File: config.mk
export PLATFORM = sky130hd
export DESIGN_NAME = pkt_tx_arbiter
export DESIGN_NICKNAME = d
export VERILOG_FILES = /design/src/rtl/pkt_tx_arbiter.sv
export SDC_FILE = /design/constraint.sdc
export NUM_CORES = 1
export LEC_CHECK = 0
export CAP_MARGIN = 10
export CORE_MARGIN = 3
export CORE_UTILIZATION = 38
export DETAILED_ROUTE_END_ITERATION = 16
export PLACE_DENSITY = 0.81
export SYNTH_ARGS = -nofsm -noshare
export SYNTH_HDL_FRONTEND = slang
export SYNTH_HIERARCHICAL = 1
export SYNTH_SLANG_ARGS = --single-unit
File: constraint.sdc
create_clock -name clk_156m25 -period 3.5 [get_ports clk_156m25]
set_clock_uncertainty 0.2 [all_clocks]
set_input_delay 0.35 -clock clk_156m25 [delete_from_list [all_inputs] [get_ports clk_156m25]]
set_output_delay 0.35 -clock clk_156m25 [all_outputs]
set_load 0.05 [all_outputs]
File: src/rtl/pkt_tx_arbiter.sv
// Packet-granular round-robin arbiter in front of the MAC TX packet port.
// Optional packet-length watchdog with drain state: define PKT_TX_ARB_WDOG_EN.

module pkt_tx_arb_lane (
  input  logic val,
  input  logic sop,
  input  logic idle,
  input  logic own,
  input  logic own_rdy,
  output logic cand,
  output logic orphan,
  output logic rdy
);
  // Any non-sop word not belonging to the packet in flight is swallowed.
  assign cand   = val & sop & idle;
  assign orphan = val & ~sop & ~own;
  assign rdy    = orphan | (own & own_rdy);
endmodule

module pkt_tx_arbiter #(
  parameter int NUM_REQ   = 2,
  parameter int IDX_W     = 1,
  parameter int MAX_WORDS = 1200
) (
  input  logic                   clk_156m25,
  input  logic                   reset_156m25,
  input  logic [NUM_REQ-1:0]     req_val,
  input  logic [NUM_REQ-1:0]     req_sop,
  input  logic [NUM_REQ-1:0]     req_eop,
  input  logic [3*NUM_REQ-1:0]   req_mod,
  input  logic [64*NUM_REQ-1:0]  req_data,
  output logic [NUM_REQ-1:0]     req_rdy,
  output logic [63:0]            pkt_tx_data,
  output logic                   pkt_tx_val,
  output logic                   pkt_tx_sop,
  output logic                   pkt_tx_eop,
  output logic [2:0]             pkt_tx_mod,
  input  logic                   pkt_tx_full,
  output logic                   arb_busy,
  output logic [IDX_W-1:0]       arb_grant_idx,
  output logic [15:0]            drop_cnt
);
`ifdef PKT_TX_ARB_WDOG_EN
  typedef enum logic [1:0] {IDLE, XFER, DRAIN} state_t;
`else
  typedef enum logic [1:0] {IDLE, XFER} state_t;
`endif

  state_t state_q, state_d;
  logic [IDX_W-1:0] rr_ptr, rr_ptr_d, grant_d, sel_idx, hi_idx, lo_idx, nxt_ptr;
  logic hi_found, lo_found;
  logic [NUM_REQ-1:0] cand, orphan, own;
  logic [NUM_REQ-1:0][63:0] data_a;
  logic [NUM_REQ-1:0][2:0]  mod_a;
  logic own_rdy, tx_fire, drain_fire, wdog_cut;
  logic [3:0]  drop_inc;
  logic [16:0] drop_sum;

  assign data_a   = req_data;
  assign mod_a    = req_mod;
  assign arb_busy = (state_q != IDLE);
  assign own_rdy  = (state_q == XFER) ? ~pkt_tx_full : 1'b1;
  assign tx_fire  = (state_q == XFER) & req_val[arb_grant_idx] & ~pkt_tx_full;
  assign nxt_ptr  = (arb_grant_idx == IDX_W'(NUM_REQ-1)) ? '0 : arb_grant_idx + 1'b1;

  for (genvar i = 0; i < NUM_REQ; i++) begin : g_lane
    assign own[i] = arb_busy & (arb_grant_idx == IDX_W'(i));
    pkt_tx_arb_lane u_lane (
      .val(req_val[i]), .sop(req_sop[i]), .idle(state_q == IDLE), .own(own[i]),
      .own_rdy(own_rdy), .cand(cand[i]), .orphan(orphan[i]), .rdy(req_rdy[i])
    );
  end

`ifdef PKT_TX_ARB_WDOG_EN
  logic [15:0] wcnt;
  assign drain_fire = (state_q == DRAIN) & req_val[arb_grant_idx];
  assign wdog_cut   = tx_fire & ~req_eop[arb_grant_idx] & (wcnt == 16'(MAX_WORDS-1));
  always_ff @(posedge clk_156m25) begin
    if (reset_156m25 || state_q == IDLE) wcnt <= '0;
    else if (tx_fire)                    wcnt <= wcnt + 16'd1;
  end
`else
  assign drain_fire = 1'b0;
  assign wdog_cut   = 1'b0;
`endif

  // Round robin: lowest candidate at/above rr_ptr, else lowest overall.
  always_comb begin
    hi_found = 1'b0; lo_found = 1'b0; hi_idx = '0; lo_idx = '0;
    for (int i = NUM_REQ-1; i >= 0; i--) begin
      if (cand[i]) begin
        lo_found = 1'b1;
        lo_idx   = IDX_W'(i);
        if (i >= int'(rr_ptr)) begin
          hi_found = 1'b1;
          hi_idx   = IDX_W'(i);
        end
      end
    end
    sel_idx = hi_found ? hi_idx : lo_idx;
  end

  always_comb begin
    state_d  = state_q;
    rr_ptr_d = rr_ptr;
    grant_d  = arb_grant_idx;
    case (state_q)
      IDLE: if (lo_found) begin
        state_d = XFER;
        grant_d = sel_idx;
      end
      XFER: if (tx_fire) begin
        if (req_eop[arb_grant_idx]) begin
          state_d  = IDLE;
          rr_ptr_d = nxt_ptr;
        end
`ifdef PKT_TX_ARB_WDOG_EN
        else if (wdog_cut) state_d = DRAIN;
`endif
      end
`ifdef PKT_TX_ARB_WDOG_EN
      DRAIN: if (drain_fire && req_eop[arb_grant_idx]) begin
        state_d  = IDLE;
        rr_ptr_d = nxt_ptr;
      end
`endif
      default: state_d = IDLE;
    endcase
  end

  always_ff @(posedge clk_156m25) begin
    if (reset_156m25) begin
      state_q       <= IDLE;
      rr_ptr        <= '0;
      arb_grant_idx <= '0;
    end else begin
      state_q       <= state_d;
      rr_ptr        <= rr_ptr_d;
      arb_grant_idx <= grant_d;
    end
  end

  always_comb begin
    drop_inc = '0;
    for (int i = 0; i < NUM_REQ; i++) drop_inc = drop_inc + 4'(orphan[i]);
    drop_inc = drop_inc + 4'(drain_fire);
  end
  assign drop_sum = {1'b0, drop_cnt} + 17'(drop_inc);

  // Idle cycles keep data/mod but never repeat a sop/eop marker.
  always_ff @(posedge clk_156m25) begin
    if (reset_156m25) begin
      pkt_tx_val  <= 1'b0;
      pkt_tx_sop  <= 1'b0;
      pkt_tx_eop  <= 1'b0;
      pkt_tx_mod  <= '0;
      pkt_tx_data <= '0;
      drop_cnt    <= '0;
    end else begin
      pkt_tx_val <= tx_fire;
      drop_cnt   <= drop_sum[16] ? 16'hFFFF : drop_sum[15:0];
      if (tx_fire) begin
        pkt_tx_data <= data_a[arb_grant_idx];
        pkt_tx_sop  <= req_sop[arb_grant_idx];
        pkt_tx_eop  <= req_eop[arb_grant_idx] | wdog_cut;
        pkt_tx_mod  <= wdog_cut ? 3'd0 : mod_a[arb_grant_idx];
      end else begin
        pkt_tx_sop <= 1'b0;
        pkt_tx_eop <= 1'b0;
      end
    end
  end
endmodule

==> reports/qor.yml, run 1 <==
die-area_um2: 11700
cp_max_fo: 12
ant_nets: 0
cp-end-kind: "flip-flop"
antenna_found_initial: 0
hold_path_class: "flip-flop to flip-flop"
yosysWarnings: 6
finalInstanceArea_um2: 6560
clockBufferDepth: 2
worstMarginPinSlew_ps: 731
rows: 36
outcome: "finished clean"
grt.busiest_layer: "met2"
p_leak_nw: 2.15
numCtsBuffers: 9
final_core_util: 0.659
cp.arrival_ps: 3100
boundaryPins: 233
critPathLaunchType: "flip-flop"
hpwl_um: 9370
nFillCells: 780
die_w_um: 108
drt_iter0_markers: 104
met1_usage: 0.229
core_um2: 9950
numPortBuffers: 232
cts_tree: "yes"
pwr_density_cell_nw_per_um2: 359
met2_usage: 0.356
cts_root_buffer: "clkbuf_8"
syn-num-nets: 565
crit_type: "flip-flop to flip-flop"
cts_resized: 0
cts_setup_buffers: 0
irDropWorstVdd_uv: 199
h-tree-depth: 3
multiInputGateArea_um2: 2010
fin_setup_tns_ps: 0
synth_area_um2: 3970
start_util: 0.399
overflow: 0
syn2layout_area_growth_pct: 65.2
drtPass1Iterations: 4
finalNonFillerCells: 774
maxCapViolations: 0
grt_pass1_wl_um: 18700
postCtsHoldBufs: 0
place_congestion: 0.872
wirelength_um: 12100
relSlewSlack: 0.513
diodes: 0
rsz0062_at_grt: "false"
fin_crit_sh: 0.867
gr-usage-met3: 0.0519
path_clk_slew_ps: 90
fin_nets: 781
ys_types: 32
rrSetupSlack_ps: 470
finalHoldViolCount: 0
placed_area_um2: 6380
fin_crit_ps: 3030
seq_area_frac_synth: 0.449
seqCellArea_um2: 1790
syn_inst: 420
vias_per_cell: 5.04
maxSlewViolCount: 0
clk_latency_ps: 340
clock-sinks: 89
setup_viol: 0
wl_per_cell_um: 15.6
fmax_ghz: 0.330
dp_cells: 758
grtUsageTotal: 0.199
drt_drc_violations_left: 0
grt_start_max_net_pins: 70
synth_seq_cells: 89
die_h_um: 108
synth_area_per_cell_um2: 9.45
first_global_vias: 3800
cp_data_required_time_ps: 3570
whs_ps: 299
drive_gt1_frac: 0.0421
vias: 3898
cells in the final DEF (no fill, tap or decap), types with 5 or more instances in the layout:
cell,instances
a211oi_1,68
a21oi_1,15
clkbuf_8,11
clkdlybuf4s50_1,231
dfxtp_1,88
inv_1,9
mux2i_1,70
nand2_1,7
nand3_1,5
nor2_1,73
nor2b_1,8
nor3_1,8
xnor2_1,6
kinds of logic (layout without fill, tap and decap cells):
logic type / after synthesis / count (layout) / share of synthesized area
AOI/OAI and AO/OA: 91 / 91 / 0.162
muxes: 70 / 70 / 0.177
and+or+nand+nor: 117 / 117 / 0.138
buffers and inverters: 42 / 263 / 0.0467
adders and majority gates: 2 / 2 / 0.00820
DFF: 89 / 89 / 0.449
xor gates and xnor gates: 9 / 9 / 0.0199
Yosys cell counts (all sizes together):
cell type / n / area share
dfxtp: 89 / 0.45
nor2: 73 / 0.069
mux2i: 70 / 0.18
a211oi: 68 / 0.13
buf: 21 / 0.027
a21oi: 15 / 0.019
clkbuf: 12 / 0.011
inv: 9 / 0.0085
nor3: 9 / 0.013
nor2b: 8 / 0.013
nand2: 7 / 0.0066
xnor2: 6 / 0.013
nand3: 5 / 0.0063
nor4: 4 / 0.0079
a21o: 3 / 0.0057
nand4: 3 / 0.0047
xor2: 3 / 0.0066
a31oi: 2 / 0.0032
and3: 2 / 0.0038
and4: 2 / 0.0044
nor3b: 2 / 0.0063
a32oi: 1 / 0.0022
and2: 1 / 0.0016
fa: 1 / 0.0050
ha: 1 / 0.0032
nand4b: 1 / 0.0022
o211ai: 1 / 0.0019
o21ai: 1 / 0.0013
stage by stage:
| step | power, mW | setup WS, ps |
|---|---|---|
| floorplan | 1.45 | 67.9 |
| global placement | 1.74 | 441 |
| detailed placement | 1.75 | 323 |
| CTS | 2.38 | 493 |
| global route | 2.46 | 214 |
| finish | 2.36 | 466 |
path summary, 6_finish.rpt:
path / start / to / cells past startpoint
worst max register to register: state_q[0]$_SDFFE_PP0P_ / drop_cnt[10]$_SDFF_PP0_ / 11
worst min-delay path: pkt_tx_data[4]$_SDFFE_PP0P_ / pkt_tx_data[4]$_SDFFE_PP0P_ / 2
worst max-delay path: state_q[0]$_SDFFE_PP0P_ / drop_cnt[10]$_SDFF_PP0_ / 11
worst min register to register: pkt_tx_data[4]$_SDFFE_PP0P_ / pkt_tx_data[4]$_SDFFE_PP0P_ / 2
sequential cells by signal, indices dropped and copies added, names as in the netlist:
register       cells
pkt_tx_data       64
state_q            1
pkt_tx_val         1
rr_ptr             1
pkt_tx_sop         1
arb_grant_idx      1
pkt_tx_eop         1
pkt_tx_mod         3
drop_cnt          16
per-layer routing:
layer | part of all wire | wire length (um)
met4 | 0.019 | 230
met3 | 0.083 | 997
met5 | 0 | 0
met2 | 0.51 | 6110
met1 | 0.39 | 4740
worst max-delay path, cell delays in order (launching register included):
cell	delay [ps]
dfxtp_1	370
inv_1	230
nor2_1	110
nor3b_2	190
inv_1	80
fa_1	440
inv_1	80
ha_1	240
nand4_1	210
nor2_1	270
nand2_1	310
a21oi_1	230
power breakdown:
group / leakage (nW) / internal [mW] / switching [mW]
Sequential: 0.723 / 1.06 / 0.0258
Combinational: 1.34 / 0.303 / 0.336
Clock: 0.0867 / 0.297 / 0.337
Total: 2.15 / 1.66 / 0.699
cell type report:
class	instances	area share
Multi-Input combinational cell	289	0.306
Sequential cell	89	0.272
Timing Repair Buffer	238	0.364
Clock inverter	2	0.00191
Tap cell	133	0.0254
Clock buffer	14	0.0248
Inverter	9	0.00515
Power figures use the tool's default switching activity.
==> run 2: changes to the inputs <==
--- a/config.mk
+++ b/config.mk
@@ -10,6 +10,7 @@
 export CORE_UTILIZATION = 38
 export DETAILED_ROUTE_END_ITERATION = 16
 export PLACE_DENSITY = 0.81
+export SLEW_MARGIN = 10
 export SYNTH_ARGS = -nofsm -noshare
 export SYNTH_HDL_FRONTEND = slang
 export SYNTH_HIERARCHICAL = 1
==> results of run 2 <==
No change in the layout: final DEF, timing and power equal those of run 1.
